## src/rtl/muldiv_unit.sv

```systemverilog
// Iterative RV32M multiply/divide unit: shift-add multiplier, restoring divider,
// valid/ready handshake on request and result, flushable.
module muldiv_unit #(
    parameter int DWIDTH   = 32,
    parameter bit FAST_MUL = 1'b0
) (
    input  logic              clk,
    input  logic              reset_n,
    input  logic              start_i,
    output logic              ready_o,
    input  logic [2:0]        funct3_i,
    input  logic [DWIDTH-1:0] rs1_i,
    input  logic [DWIDTH-1:0] rs2_i,
    input  logic              flush_i,
    output logic              valid_o,
    input  logic              ready_i,
    output logic [DWIDTH-1:0] res_o,
    output logic              busy_o
);

    localparam int CW = $clog2(DWIDTH) + 1;

    typedef enum logic [1:0] {IDLE, CALC, DONE} state_t;

    state_t              state, state_nxt;
    logic [CW-1:0]       cnt;
    logic [2:0]          op;
    logic [DWIDTH-1:0]   a_mag, b_mag, a_raw;
    logic                neg_res, div_zero, div_ovf;
    logic [2*DWIDTH-1:0] acc, acc_nxt, prod_raw, prod_s;
    logic [DWIDTH:0]     rem, rem_nxt, shifted, mul_sum;
    logic [DWIDTH+1:0]   trial;
    logic [DWIDTH-1:0]   quo, quo_nxt, q_s, r_s, mul_res, div_res, calc_res;

    logic                accept, cnt_last, is_div, a_sgn, b_sgn, a_neg, b_neg;
    logic                in_div0, in_ovf, in_fast, neg_in;
    logic [DWIDTH-1:0]   a_mag_in, b_mag_in;

    assign ready_o  = (state == IDLE);
    assign valid_o  = (state == DONE);
    assign busy_o   = (state != IDLE);
    assign accept   = start_i && ready_o && !flush_i;
    assign cnt_last = (cnt == CW'(1));

    // Request decode: operand signedness, magnitudes and the single-cycle special cases.
    assign is_div   = funct3_i[2];
    assign a_sgn    = is_div ? !funct3_i[0] : (funct3_i[1:0] == 2'b01 || funct3_i[1:0] == 2'b10);
    assign b_sgn    = is_div ? !funct3_i[0] : (funct3_i[1:0] == 2'b01);
    assign a_neg    = a_sgn && rs1_i[DWIDTH-1];
    assign b_neg    = b_sgn && rs2_i[DWIDTH-1];
    assign a_mag_in = a_neg ? -rs1_i : rs1_i;
    assign b_mag_in = b_neg ? -rs2_i : rs2_i;
    assign in_div0  = is_div && (rs2_i == '0);
    assign in_ovf   = is_div && !funct3_i[0] && (rs1_i == {1'b1, {(DWIDTH-1){1'b0}}}) && (rs2_i == '1);
    assign in_fast  = in_div0 || in_ovf || (!is_div && FAST_MUL);
    assign neg_in   = (is_div && funct3_i[1]) ? a_neg : (a_neg ^ b_neg);

    // One shift-add multiplier step and one restoring divider step per CALC cycle.
    always_comb begin
        mul_sum = {1'b0, acc[2*DWIDTH-1:DWIDTH]} + (acc[0] ? {1'b0, a_mag} : '0);
        acc_nxt = {mul_sum, acc[DWIDTH-1:1]};
        shifted = {rem[DWIDTH-1:0], quo[DWIDTH-1]};
        trial   = {1'b0, shifted} - {2'b00, b_mag};
        rem_nxt = shifted;
        quo_nxt = {quo[DWIDTH-2:0], 1'b0};
        if (!trial[DWIDTH+1]) begin
            rem_nxt = trial[DWIDTH:0];
            quo_nxt = {quo[DWIDTH-2:0], 1'b1};
        end
    end

    generate
        if (FAST_MUL) begin : g_fast
            assign prod_raw = {{DWIDTH{1'b0}}, a_mag} * {{DWIDTH{1'b0}}, b_mag};
        end else begin : g_iter
            assign prod_raw = acc_nxt;
        end
    endgenerate

    // Sign correction and result selection, evaluated on the final CALC cycle.
    always_comb begin
        prod_s  = neg_res ? -prod_raw : prod_raw;
        mul_res = (op[1:0] == 2'b00) ? prod_s[DWIDTH-1:0] : prod_s[2*DWIDTH-1:DWIDTH];
        q_s     = neg_res ? -quo_nxt : quo_nxt;
        r_s     = neg_res ? -rem_nxt[DWIDTH-1:0] : rem_nxt[DWIDTH-1:0];
        div_res = op[1] ? r_s : q_s;
        if (div_zero)
            calc_res = op[1] ? a_raw : '1;
        else if (div_ovf)
            calc_res = op[1] ? '0 : a_raw;
        else
            calc_res = op[2] ? div_res : mul_res;
    end

    always_ff @(posedge clk or negedge reset_n) begin
        if (!reset_n)
            state <= IDLE;
        else
            state <= state_nxt;
    end

    // Flush overrides every transition and always lands in IDLE.
    always_comb begin
        state_nxt = state;
        case (state)
            IDLE:    if (accept)   state_nxt = CALC;
            CALC:    if (cnt_last) state_nxt = DONE;
            DONE:    if (ready_i)  state_nxt = IDLE;
            default:               state_nxt = IDLE;
        endcase
        if (flush_i)
            state_nxt = IDLE;
    end

    always_ff @(posedge clk or negedge reset_n) begin
        if (!reset_n) begin
            cnt      <= '0;
            op       <= '0;
            a_mag    <= '0;
            b_mag    <= '0;
            a_raw    <= '0;
            neg_res  <= 1'b0;
            div_zero <= 1'b0;
            div_ovf  <= 1'b0;
            acc      <= '0;
            rem      <= '0;
            quo      <= '0;
            res_o    <= '0;
        end else if (accept) begin
            cnt      <= in_fast ? CW'(1) : CW'(DWIDTH);
            op       <= funct3_i;
            a_mag    <= a_mag_in;
            b_mag    <= b_mag_in;
            a_raw    <= rs1_i;
            neg_res  <= neg_in;
            div_zero <= in_div0;
            div_ovf  <= in_ovf;
            acc      <= {{DWIDTH{1'b0}}, b_mag_in};
            rem      <= '0;
            quo      <= a_mag_in;
        end else if (state == CALC && !flush_i) begin
            acc <= acc_nxt;
            rem <= rem_nxt;
            quo <= quo_nxt;
            if (cnt_last)
                res_o <= calc_res;
            else
                cnt <= cnt - CW'(1);
        end
    end

endmodule

```

## config.mk

```make
export PLATFORM = sky130hd
export DESIGN_NAME = muldiv_unit
export DESIGN_NICKNAME = d
export VERILOG_FILES = /design/src/rtl/muldiv_unit.sv
export SDC_FILE = /design/constraint.sdc
export NUM_CORES = 1
export LEC_CHECK = 0
export ABC_AREA = 0
export CELL_PAD_IN_SITES_DETAIL_PLACEMENT = 0
export CELL_PAD_IN_SITES_GLOBAL_PLACEMENT = 1
export CORE_MARGIN = 10
export CORE_UTILIZATION = 35
export CTS_BUF_LIST = sky130_fd_sc_hd__clkbuf_16
export DETAILED_ROUTE_END_ITERATION = 8
export GPL_TIMING_DRIVEN = 0
export HOLD_SLACK_MARGIN = 0.08
export MAX_ROUTING_LAYER = met4
export PLACE_DENSITY = 0.79
export SYNTH_ARGS = -nofsm -noshare
export SYNTH_HDL_FRONTEND = slang
export SYNTH_SLANG_ARGS = --single-unit
```

## constraint.sdc

```tcl
create_clock -name clk -period 5.85 [get_ports clk]
set_input_delay 0.8775 -clock clk [delete_from_list [all_inputs] [get_ports clk]]
set_output_delay 0.8775 -clock clk [all_outputs]
set_load 0.02 [all_outputs]
```

==> qor.txt <==
STATUS
------------------------------------------------------------------------------
Run status                                                        finished clean

FLOORPLANNING
------------------------------------------------------------------------------
Die Span X                                                              270 um
Placeable core region                                                61700 um2
Starting utilization of the core area                                    0.354
# IOs                                                                      107
Die height                                                              270 um
Number of standard-cell rows in the floorplan                               91
Die Outline Area                                                     72800 um2

STA
------------------------------------------------------------------------------
Slew Viols, Final                                                            0
Relative slew margins                                                   0.0281
Slack of the critical path                                              144 ps
Number of setup violations in the final report                               0
Highest Clock Rate                                                     175 MHz
Number of failing hold endpoints at the final stage                          0
Crit path time final                                                   5710 ps
Final worst clock skew                                                 44.8 ps
Slew at the pin closest to its max-slew limit                          1450 ps
Share of the clock period used by the worst path                         0.975
Setup repair after global routing missed its margin                      false
Final hold slack                                                        317 ps

CELLS AND AREA
------------------------------------------------------------------------------
Share of cells above drive strength 1                                   0.0493
Share of the core filled with cells in the final layout                  0.412
Area added between synthesis and finish                                  16.3%
Post-layout instance count excluding filler cells                         3843
Total Nets Final                                                          3124

CLOCKING
------------------------------------------------------------------------------
Clock tree from TritonCTS                                                built
CTS sink count                                                             269
Number of H-tree levels                                                      2
Num CTS Buffers                                                             34
Clock root buffer master                                             clkbuf_16
Post-CTS Hold Fix Bufs                                                       0
Clk pin slew, worst setup/hold paths                                     60 ps
Clock latency on the worst-skew pair                                    580 ps
Buffer levels on the longest clock path                                      3

LOGIC SYNTHESIS
------------------------------------------------------------------------------
Post-Syn Instances                                                        2837
Post-synthesis compound-gate area fraction                               0.266
Simple-Gate Fraction of Synth Area                                       0.239
Sequential fraction of the synthesis area                                0.308
Commonest register cell after synthesis                                dfrtp_1
Fraction of synthesized area in multiplexers                            0.0182
Dominant combinational cell family by area after synthesis        compound AO/OA/AOI/OAI gates
Number of enable-type register cells in the synthesized netlist              0
Number of register bits inferred by synthesis                              269
Synth warnings                                                               0
Netlist cell types                                                          94
Ys async rst share                                                        1.00
Area share of fa/ha/maj cells after synthesis                           0.0436
Post-Synthesis Net Count                                                  2984
Post-synth design cell area                                          21900 um2
Synth Area per Inst                                                   7.70 um2
Post-Synth XOR/XNOR Area                                                0.0814

WORST SETUP PATH
------------------------------------------------------------------------------
Critical Path Sink Type                                               register
Register-to-register setup slack                                        140 ps
Maximum fanout encountered on the critical timing path                      19
Timing startpoint of the critical path                            rem[1]$_DFFE_PN0P_
Critical path class                                                 reg -> reg
Data required time of the critical path                                6270 ps
Signal arrival time at the worst endpoint                              6120 ps
Startpoint of the worst register-to-register path                 rem[1]$_DFFE_PN0P_
Worst setup SP type                                                   register

DETAILED ROUTING
------------------------------------------------------------------------------
DRC Markers                                                                  0
Detailed-router iteration count before antenna repair                        6
Detail-routed via count per cell                                          6.11
Routed wire length per instance                                        26.3 um
Antenna Nets Post-Route                                                      0
DRT Wirelength                                                          101 mm
First-iteration detailed-routing DRC count                                2652
Total vias in the final route                                            23462

POWER AND IR DROP
------------------------------------------------------------------------------
Standby leakage power                                                  10.3 nW
Ratio of total power to cell area                                   421 nW/um2
Worst-case vdd ir drop                                              0.000386 V
Design Power                                                          0.0107 W

PLACEMENT
------------------------------------------------------------------------------
Port Buffer Count                                                          106
Worst Setup Slack post-DPL                                            -1560 ps
Placed insts                                                              3782
HPWL after detailed placement                                          79.4 mm
Routability-driven placement congestion ratio                             1.05

GLOBAL ROUTE
------------------------------------------------------------------------------
GRT Resource Usage Total                                                 0.273
Wire length of the first global-routing pass                            147 mm
Number of global-route vias before repair                                21790
Initial antenna violation count                                              3
Maximum number of pins on one net before global-route repair               108
Total overflow reported by the global router                                 0

FLOW RUN
------------------------------------------------------------------------------
Max-cap violations                                                           0

MIN PATH
------------------------------------------------------------------------------
Tightest Hold Check Type                                           in -> async

registers in the layout (all words and copies together), names as in the netlist, 2 cells and up:
signal and cells:
a_mag 32, a_raw 31, acc 64, b_mag 32
cnt 6, op 3, quo 32, rem 32
res_o 32, state 2
cell type report:
type | instances | area (um2)
multi-input combinational | 2315 | 14400
clock inverter | 24 | 262
antenna | 6 | 15.0
clock buffer | 35 | 876
tap | 837 | 1050
sequential | 269 | 6730
buffer | 169 | 671
timing repair buffer | 116 | 1180
inverter | 72 | 273
fill | 6471 | 36300
metrics by stage:
step / setup TNS, ps / area, um2
2_1_floorplan: 0 / 21900
3_3_place_gp: -2254350 / 24000
3_5_place_dp: -17340 / 24000
4_1_cts: 0 / 25300
5_1_grt: 0 / 25400
6_report: 0 / 25400
cells in the mapped netlist, types with 13 or more instances:
cell type  number  area (um2)
mux2i_1        34         340
o41ai_1        24         210
and2_1         55         344
and3_1         62         388
or4_1          25         188
o21ai_1        20         100
a31oi_1        23         144
nor3_1         57         285
nand3_1        46         230
or2_2          13        81.3
nor4_1         33         206
or3_1          31         194
nor2_1        256         961
ha_1           73         913
a22o_1         26         228
xor2_1         89         780
inv_1          69         259
nand2b_1       20         125
clkbuf_1      156         586
o21ai_0       193         966
buf_1          15        56.3
nand2_1       419        1570
o211ai_1       38         285
nand4_1        31         194
a211oi_1       48         360
o21a_1         18         135
xnor2_1       114         998
o31ai_1        40         300
dfrtp_1       269        6730
a21oi_1       269        1350
a21o_1         40         300
layer usage:
metal / global-route usage / vias up / share of wire
met2: 0.413 / 1092 / 0.44
met3: 0.0413 / 232 / 0.078
met1: 0.348 / 11510 / 0.42
met5: - / - / 0
li1: - / 10628 / -
met4: 0.143 / 0 / 0.061
worst paths after layout:
check                                        end  cells past startpoint
setup reg to reg           res_o[30]$_DFFE_PN0P_                     21
max in group asynchronous  res_o[19]$_DFFE_PN0P_                      2
hold / removal             a_mag[21]$_DFFE_PN0P_                      1
setup / recovery           res_o[30]$_DFFE_PN0P_                     21
min in group clk            a_mag[3]$_DFFE_PN0P_                      1
hold reg to reg             a_mag[3]$_DFFE_PN0P_                      1
critical path, stage by stage, from the launching register on:
cell and delay, ps:
dfrtp_1 470, ha_1 320, nor2_1 250, a21oi_4 130, o211ai_1 420, a21oi_2 150
o21ai_4 260, nand2_4 200, inv_4 190, buf_4 230, buf_6 230, ha_1 230
nand3b_1 160, or2_2 370, nor4_2 220, nand3_1 210, o21ai_0 260, xor2_1 300
o21ai_0 160, a221o_1 320, a211oi_2 310, o221ai_2 130
layout by cell type, fill, tap and decap left out, drive strengths merged, types with 23 or more instances in the layout:
master / count
nand2: 419
a21oi: 270
dfrtp: 269
nor2: 256
o21ai: 214
clkbuf: 181
xnor2: 114
clkdlybuf4s50: 105
xor2: 89
inv: 75
ha: 73
and3: 63
nor3: 58
and2: 56
a211oi: 49
nand3: 46
o31ai: 43
a21o: 40
o211ai: 38
mux2i: 34
buf: 34
nand4: 33
or3: 33
nor4: 33
or4: 28
a22o: 26
o41ai: 26
a31oi: 23
where the power goes:
group          internal, W  switching [W]
clock              0.00131       0.000910
sequential         0.00235       0.000569
combinational      0.00187        0.00368
what timing repair did:
action | 4_1_cts | 5_1_grt
buffers inserted | 3 | 5
gates resized for setup | 35 | 25
gates cloned | 0 | 0
setup endpoints to repair | 16 | 15
pin swaps | 4 | 7
cell families after synthesis:
family / count (synthesis)
multiplexers: 38
adder cells (fa/ha/maj): 75
AO/OA/AOI/OAI: 898
XOR/XNOR: 203
buffers and inverters: 253
flip-flops: 269
AND/OR/NAND/NOR: 1101
Power figures use the tool's default switching activity.
